### config.mk
export PLATFORM = sky130hd
export DESIGN_NAME = clk_gate_ctrl
export DESIGN_NICKNAME = d
export VERILOG_FILES = /design/src/rtl/clk_gate_pkg.sv /design/src/rtl/gate_stat_cnt.sv /design/src/rtl/clk_gate_ctrl.sv
export SDC_FILE = /design/constraint.sdc
export NUM_CORES = 1
export LEC_CHECK = 0
export BUFFER_PORTS_ARGS = -buffer_cell sky130_fd_sc_hd__buf_2
export CAP_MARGIN = 10
export CORE_ASPECT_RATIO = 1.25
export CORE_MARGIN = 10
export CORE_UTILIZATION = 50
export CTS_CLUSTER_DIAMETER = 150
export CTS_CLUSTER_SIZE = 12
export DETAILED_ROUTE_END_ITERATION = 12
export PLACE_DENSITY = 0.83
export SLEW_MARGIN = 30
export SYNTH_ARGS = -nofsm -noshare
export SYNTH_HDL_FRONTEND = slang
export SYNTH_HIERARCHICAL = 1
export SYNTH_SLANG_ARGS = --single-unit
### constraint.sdc
create_clock -name CLK -period 3 [get_ports CLK]
set_input_delay 0.6 -clock CLK [delete_from_list [all_inputs] [get_ports CLK]]
set_output_delay 0.6 -clock CLK [all_outputs]
set_load 0.01 [all_outputs]
### src/rtl/clk_gate_pkg.sv
// Shared definitions for the clock-gate enable controller.
//   gate_state_t : FSM state encoding (2 bits)
//   *_DEF        : default timing and statistics widths used by clk_gate_ctrl
package clk_gate_pkg;

   typedef enum logic [1:0] {
      ST_OFF  = 2'd0,
      ST_WAKE = 2'd1,
      ST_ON   = 2'd2,
      ST_HOLD = 2'd3
   } gate_state_t;

   localparam int WAKE_CYC_DEF = 2;
   localparam int IDLE_CYC_DEF = 8;
   localparam int CNT_W_DEF    = 4;
   localparam int STAT_W_DEF   = 16;

endpackage

### src/rtl/gate_stat_cnt.sv
// Saturating up-counter with synchronous clear.
//   clk : counting clock
//   rst : asynchronous active-high reset, clears the count
//   clr : synchronous clear, wins over inc
//   inc : count this cycle
//   cnt : current count, holds at all-ones instead of wrapping
module gate_stat_cnt #(
   parameter int W = 16
) (
   input  logic         clk,
   input  logic         rst,
   input  logic         clr,
   input  logic         inc,
   output logic [W-1:0] cnt
);

   always_ff @(posedge clk or posedge rst) begin
      if (rst) begin
         cnt <= '0;
      end else if (clr) begin
         cnt <= '0;
      end else if (inc && (cnt != {W{1'b1}})) begin
         cnt <= cnt + W'(1);
      end
   end

endmodule

### src/rtl/clk_gate_ctrl.sv
// Enable controller feeding a latch-based clock-gating cell.
// Turns clock requests, gated-domain activity and a debug override into a
// registered CLK_EN, with a settle window before ACK and an idle hysteresis
// window before the clock is shut off. Also counts enabled cycles.
//   CLK      : ungated reference clock (same clock as the gate cell)
//   RST      : asynchronous active-high reset
//   REQ      : functional clock request (level)
//   BUSY     : gated domain still active; keeps the clock on, never wakes it
//   FORCE_ON : override, keeps the clock enabled while high
//   CNT_CLR  : synchronous clear of ON_CNT
//   CLK_EN   : registered enable to the gate cell
//   ACK      : registered, gated clock running and settled
//   ON_CNT   : saturating count of cycles with CLK_EN=1
// CNT_W must satisfy 2**CNT_W > max(WAKE_CYC, IDLE_CYC).
//
// state | meaning
// ------+--------------------------------------------------------------
// OFF   | clock gated off, CLK_EN=0 ACK=0
// WAKE  | clock running, settling for WAKE_CYC cycles, ACK=0
// ON    | clock running and acknowledged
// HOLD  | no activity, counting down IDLE_CYC before turning off
module clk_gate_ctrl
   import clk_gate_pkg::*;
#(
   parameter int WAKE_CYC = WAKE_CYC_DEF,
   parameter int IDLE_CYC = IDLE_CYC_DEF,
   parameter int CNT_W    = CNT_W_DEF,
   parameter int STAT_W   = STAT_W_DEF
) (
   input  logic              CLK,
   input  logic              RST,
   input  logic              REQ,
   input  logic              BUSY,
   input  logic              FORCE_ON,
   input  logic              CNT_CLR,
   output logic              CLK_EN,
   output logic              ACK,
   output logic [STAT_W-1:0] ON_CNT
);

   // Down-counter load values; a zero-length window never loads the counter.
   localparam logic [CNT_W-1:0] WAKE_LD = (WAKE_CYC > 0) ? CNT_W'(WAKE_CYC - 1) : '0;
   localparam logic [CNT_W-1:0] IDLE_LD = (IDLE_CYC > 0) ? CNT_W'(IDLE_CYC - 1) : '0;

   gate_state_t      state;
   logic [CNT_W-1:0] cnt;
   logic             want;
   logic             wake_req;

   // BUSY only sustains the clock; it cannot start it from OFF.
   assign want     = REQ | BUSY | FORCE_ON;
   assign wake_req = REQ | FORCE_ON;

   // CLK_EN/ACK are written alongside the next state so both are plain flop
   // outputs; the gate latch is transparent while CLK is low and must never
   // see a combinational glitch.
   always_ff @(posedge CLK or posedge RST) begin
      if (RST) begin
         state  <= ST_OFF;
         cnt    <= '0;
         CLK_EN <= 1'b0;
         ACK    <= 1'b0;
      end else begin
         case (state)
            ST_OFF: begin
               if (wake_req) begin
                  CLK_EN <= 1'b1;
                  if (WAKE_CYC > 0) begin
                     state <= ST_WAKE;
                     cnt   <= WAKE_LD;
                     ACK   <= 1'b0;
                  end else begin
                     state <= ST_ON;
                     ACK   <= 1'b1;
                  end
               end
            end
            // WAKE always completes, even if the request goes away.
            ST_WAKE: begin
               if (cnt == '0) begin
                  state <= ST_ON;
                  ACK   <= 1'b1;
               end else begin
                  cnt <= cnt - CNT_W'(1);
               end
            end
            ST_ON: begin
               if (!want) begin
                  if (IDLE_CYC > 0) begin
                     state <= ST_HOLD;
                     cnt   <= IDLE_LD;
                  end else begin
                     state  <= ST_OFF;
                     CLK_EN <= 1'b0;
                     ACK    <= 1'b0;
                  end
               end
            end
            // Renewed activity returns to ON without a wake penalty.
            ST_HOLD: begin
               if (want) begin
                  state <= ST_ON;
               end else if (cnt == '0) begin
                  state  <= ST_OFF;
                  CLK_EN <= 1'b0;
                  ACK    <= 1'b0;
               end else begin
                  cnt <= cnt - CNT_W'(1);
               end
            end
            default: begin
               state  <= ST_OFF;
               CLK_EN <= 1'b0;
               ACK    <= 1'b0;
            end
         endcase
      end
   end

   gate_stat_cnt #(
      .W (STAT_W)
   ) u_stat (
      .clk (CLK),
      .rst (RST),
      .clr (CNT_CLR),
      .inc (CLK_EN),
      .cnt (ON_CNT)
   );

endmodule

# --- Word level (Yosys, flattened, before mapping) ---
# Cells that the tools add are included.
word_totals:
  output_inout_bits: 18
  ff_bits: 24
op_classes:
  add_sub_neg: 2
  reduce_logical: 9
  muxes: 20
  bitwise: 4
  n_eq_ne: 10
op_table:
  columns: ["op", "n"]
  rows:
  - ["16-bit two-way mux", 2]
  - ["16-bit by 1-bit adder with 16-bit output, second input constant", 1]
  - ["4-bit two-way mux", 4]
  - ["16-bit inequality test, second input constant", 1]
  - ["4-bit one-hot mux with 4 select lines", 1]
  - ["2-bit two-way mux", 5]
  - ["2-bit inequality test, second input constant", 5]
  - ["2-bit one-hot mux with 4 select lines", 1]
  - ["4-bit AND reduction", 2]
  - ["1-bit two-way mux", 5]
  - ["5-bit AND reduction", 1]
  - ["2-bit == test, second input constant", 2]
  - ["4-bit logical NOT", 1]
  - ["2-bit nonzero test", 2]
  - ["4-bit by 1-bit subtractor with 4-bit output, second input constant", 1]
  - ["3-bit inequality test, second input constant", 1]
  - ["1-bit OR", 3]
  - ["1-bit one-hot mux with 3 select lines", 1]
  - ["3-bit AND reduction", 1]
  - ["2-bit by 1-bit == test with 1-bit output, second input constant", 1]
  - ["2-bit logical NOT", 1]
  - ["1-bit one-hot mux with 2 select lines", 1]
  - ["1-bit logical AND", 1]
  - ["1-bit inverter", 1]

# --- Logic depth before layout (Yosys ltp) ---
depth:
  word_depth: 4
  depth_mapped: 6
  mapped_depth_nobuf: 6

# --- Hierarchy ---
# Netlist, hierarchy kept.
modules_own_cells:
  columns: ["mod", "cells_per_inst", "instances", "area_each_um2"]
  rows:
  - ["gate_stat_cnt", 101, 1, 932.1]
  - ["clk_gate_ctrl", 50, 1, 475.5]

# --- Worst setup path after synthesis ---
# OpenSTA, ideal clock, no wires.
synth_timing:
  path_kind: "register to register"
  from: "register u_stat.cnt[0]"
  to: "register u_stat.cnt[0]"
  path_slack_ns: 1.177
  required_ns: 2.875
  path_buffers: 1
  t_arrival_ns: 1.698
  path_stages_with_launch: 7
  cell_sequence: "dfrtp_1 > ha_1 > clkbuf_1 > nand3_1 > nor4_1 > nor2b_1 > mux2_2"
synth_via:
  elab_chain_len: 3
  word_cells_on_any_way: 6
  classes_between: "1 x add/sub; 1 x eq/ne; 2 x mux; 2 x reduce/logical"
synth_rtl:
  columns: ["element", "line", "source"]
  rows:
  - ["from (decl)", "gate_stat_cnt.sv:14", "output logic [W-1:0] cnt"]
  - ["from (signal assigned)", "gate_stat_cnt.sv:23", "cnt <= cnt + W'(1);"]
  - ["16-bit by 1-bit adder with 16-bit output / 16-bit inequality test (equally long branches)", "gate_stat_cnt.sv:23, gate_stat_cnt.sv:22", null]
  - ["16-bit two-way mux / 1-bit logical AND (equally long branches)", "gate_stat_cnt.sv:22", "end else if (inc && (cnt != {W{1'b1}})) begin"]
  - ["16-bit two-way mux / 2-bit nonzero test (equally long branches)", null, null]
# Several ways; a longest one is shown, not always the timed one. The select of a mux whose other input is x is not followed.
# A chain may end at the register's enable or synchronous reset.

# --- Final worst setup path ---
# Same ends and word-level chain as after synthesis.

==> out/qor.csv <==
stage,metric,value,unit
outcome,run_status,"finished, final reports clean",
power_and_ir_drop,power.static_leakage,0.6650,nW
sta,fmax,508.5,MHz
floorplanning,core_region_area,2680,µm²
critical_path,critPathRequiredTime,3220,ps
yosys,synth_compound_gate_area_share,17.60,%
critical_path,cp_max_fo,8,
routing,count_of_routing_violations_after_the_opening_detailed_route_iteration,45,
global_route,grt_pass1_wl,5.402,mm
layout,drive_above_1_share,22.22,%
routing,post_drt_wl_per_cell,15.63,µm
floorplanning,floorplan.die_area,5351,µm²
cts,post_cts_resize_count,0,
yosys,yosys.cell_count.top_type,sky130_fd_sc_hd__dfrtp_1,
yosys,share_of_async_settable_or_async_resettable_flops_after_synthesis,100.0,%
sta,endpoints_failing_hold,0,
yosys,post_synthesis_register_bit_count,24,
yosys,post_synth_instance_area,1408,µm²
yosys,proportion_of_netlist_area_held_by_the_largest_area_contributor,42.67,%
layout,postLayoutCoreUtil,58.03,%
yosys,synthesis.area_per_instance,9.322,µm²
sta,timing.final.crit_period,1966,ps
cts,clockRootBuffer,sky130_fd_sc_hd__clkbuf_4,
power_and_ir_drop,worst_vdd_ir,0.4213,mV
global_route,grt_use_met1,12.86,%
cts,postCtsSetupBuffers,0,
place,gp_congestion,0.8472,
sta,worst-slew-pin-transition,646.3,ps
global_route,globalRoute.busiestLayer,met2,
layout,area_delta_synth_final,10.49,%
yosys,ys_types,42,
floorplanning,floorplan.rows,21,
critical_path,critPathCaptureType,register,
yosys,synth-warning-count,6,
yosys,synth_edf_count,0,
place,dpl-instance-area,1519,µm²
yosys,synth_common_cells,"24 x sky130_fd_sc_hd__dfrtp_1, 14 x sky130_fd_sc_hd__a21oi_1, 12 x sky130_fd_sc_hd__nand2_1",
floorplanning,number_of_primary_i_o_pins,24,
sta,grt_setup_unrepaired,false,
sta,timing.setup.tns,0,ps
routing,antenna_violating_nets_post_route,0,
yosys,synth_top_area_cell,sky130_fd_sc_hd__dfrtp_1,
sta,slew-limit-headroom,56.87,%
cts,worstSkewPairLatency,320,ps
cts,number_of_buffers_added_by_the_clock_tree_synthesis_step,3,
cts,cts.sink_count,24,
yosys,adder_and_majority_gate_portion_of_the_synthesized_area,1.778,%
place,hpwlAfterDp,2.459,mm
yosys,synth_top_family_by_area,simple AND/OR/NAND/NOR gates,
global_route,initial_antenna_violation_count,0,
global_route,groute.layer.met3.usage,3.511,%
layout,diodes,0,
global_route,pin_count_of_the_biggest_net_entering_global_routing,20,
run,maxCapViolations,0,
global_route,gr-usage-met2,22.62,%
min_path,worstHoldPathType,input pin to async pin,
cts,tritoncts,built,
layout,fin_nets,180,
routing,post_drt_via_cell_ratio,6.063,
yosys,synth.area.top_cells,"sky130_fd_sc_hd__dfrtp_1 43%, sky130_fd_sc_hd__a21oi_1 5.0%, sky130_fd_sc_hd__nand3_1 3.2%",
critical_path,cp.arrival,2190,ps
place,detailedPlace.worstSlack,1075,ps
yosys,syn-instance-count,151,
layout,fillCellCount,260,
critical_path,worst-r2r-cell-count,5,
routing,drt_drc_violations_left,0,
global_route,grt.overflow.total,0,
power_and_ir_drop,power.density_cell_area,592.8,nW/µm²
routing,drtPass1Iterations,4,
yosys,yosys_most_used_dff,sky130_fd_sc_hd__dfrtp_1,
sta,final_critical_path_setup_slack,1034,ps
sta,worst_clock_skew,2.356,ps
sta,layout_worst_path_cycle_share,65.55,%
cts,clk_pin_slew_worst_paths,130,ps
global_route,globalRouteTotalUtil,12.39,%
yosys,synth_xor_xnor_area_share,0,%
global_route,grt_pass1_vias,1256,
cts,ctsLongestPathBuffers,2,
routing,routed-via-count,1243,
layout,fin_area,1555,µm²
sta,final-max-slew-violation-count,0,
sta,setup_viol_count_final,0,
floorplanning,die_x,67.46,µm
routing,detail_route.wirelength,3.204,mm
critical_path,timing.setup.critical_path_class,register to register,
cts,cts_htree_levels,1,
yosys,synth_fp_nets,159,
floorplanning,dieHeight,79.32,µm
yosys,post_synth_mux_area_share,3.111,%
place,portbufs,23,
cts,post_cts_hold_buffer_count,0,
yosys,area_fraction_in_and_or_nand_and_nor_cells_after_synthesis,29.69,%
yosys,synth-seq-area-share,42.67,%
critical_path,start_kind,register,
floorplanning,initial_utilization,52.52,%
-- worst paths after layout --
kind / slack, ps / to / start
max: 1030 / u_stat/cnt[0] / u_stat/cnt[0]
min: 200 / ACK / RST
max reg2reg: 1030 / u_stat/cnt[0] / u_stat/cnt[0]
min reg2reg: 550 / ACK / ACK
max in group asynchronous: 2240 / u_stat/cnt[9] / RST
min in group CLK: 550 / ACK / ACK
-- where the power goes --
part	switching [mW]	internal [mW]
Sequential	0.104	0.385
Clock	0.101	0.0743
Combinational	0.129	0.128
Total	0.335	0.587
-- critical path, stage by stage, from the launching register on --
cell,delay (ps)
sky130_fd_sc_hd__dfrtp_1,450
sky130_fd_sc_hd__ha_1,330
sky130_fd_sc_hd__nand3_1,110
sky130_fd_sc_hd__nor4_1,490
sky130_fd_sc_hd__nor2b_1,180
sky130_fd_sc_hd__mux2_2,310
-- cell families after synthesis --
| logic type | count (synthesis) |
|---|---|
| AND/OR/NAND/NOR | 70 |
| AO/OA/AOI/OAI | 37 |
| flip-flops | 24 |
| buffers and inverters | 14 |
| multiplexers | 4 |
| adder cells (fa/ha/maj) | 2 |
-- state kept, by name (all words and copies together), names as in the netlist --
name / cells
u_stat/cnt: 16
ACK: 1
state: 2
cnt: 4
CLK_EN: 1
-- layer usage --
layer / vias to the layer above / share of wire (%)
li1: 609 / -
met1: 603 / 38
met2: 25 / 53
met3: 6 / 6.0
met4: 0 / 2.0
met5: - / 0
-- metrics by stage --
step / instances / total power, mW / hold WS (ps)
2_1_floorplan: 151 / 0.6824 / 415.7
3_3_place_gp: 201 / 0.7363 / 488.3
3_5_place_dp: 201 / 0.7548 / 514.4
4_1_cts: 205 / 0.9280 / 212.3
5_1_grt: 205 / 0.9869 / 229.3
6_report: 205 / 0.9220 / 198.3
-- final cells by class --
| class | count | area (µm²) | area share [%] |
|---|---|---|---|
| multi-input cells | 113 | 734.5 | 47.22 |
| flip-flops and latches | 24 | 600.6 | 38.62 |
| repair buffers | 23 | 115.1 | 7.401 |
| well taps | 34 | 42.54 | 2.735 |
| clock buffers | 4 | 36.28 | 2.333 |
| inverters | 7 | 26.28 | 1.689 |
-- layout by cell type (no fill, tap or decap), types with 2 or more instances in the layout --
cell type,count
sky130_fd_sc_hd__nor4_1,4
sky130_fd_sc_hd__nor2_1,6
sky130_fd_sc_hd__nand4_1,5
sky130_fd_sc_hd__o31ai_1,5
sky130_fd_sc_hd__ha_1,2
sky130_fd_sc_hd__nor2b_1,4
sky130_fd_sc_hd__or3_1,7
sky130_fd_sc_hd__o21ai_0,7
sky130_fd_sc_hd__nand3_1,9
sky130_fd_sc_hd__inv_1,7
sky130_fd_sc_hd__buf_2,23
sky130_fd_sc_hd__nand2_1,12
sky130_fd_sc_hd__clkbuf_4,3
sky130_fd_sc_hd__mux2_2,3
sky130_fd_sc_hd__a21oi_1,14
sky130_fd_sc_hd__nand2b_1,3
sky130_fd_sc_hd__or4_1,6
sky130_fd_sc_hd__nor3_1,6
sky130_fd_sc_hd__dfrtp_1,24
sky130_fd_sc_hd__o41ai_1,2
Note: power is estimated with default switching activity, not from simulation.
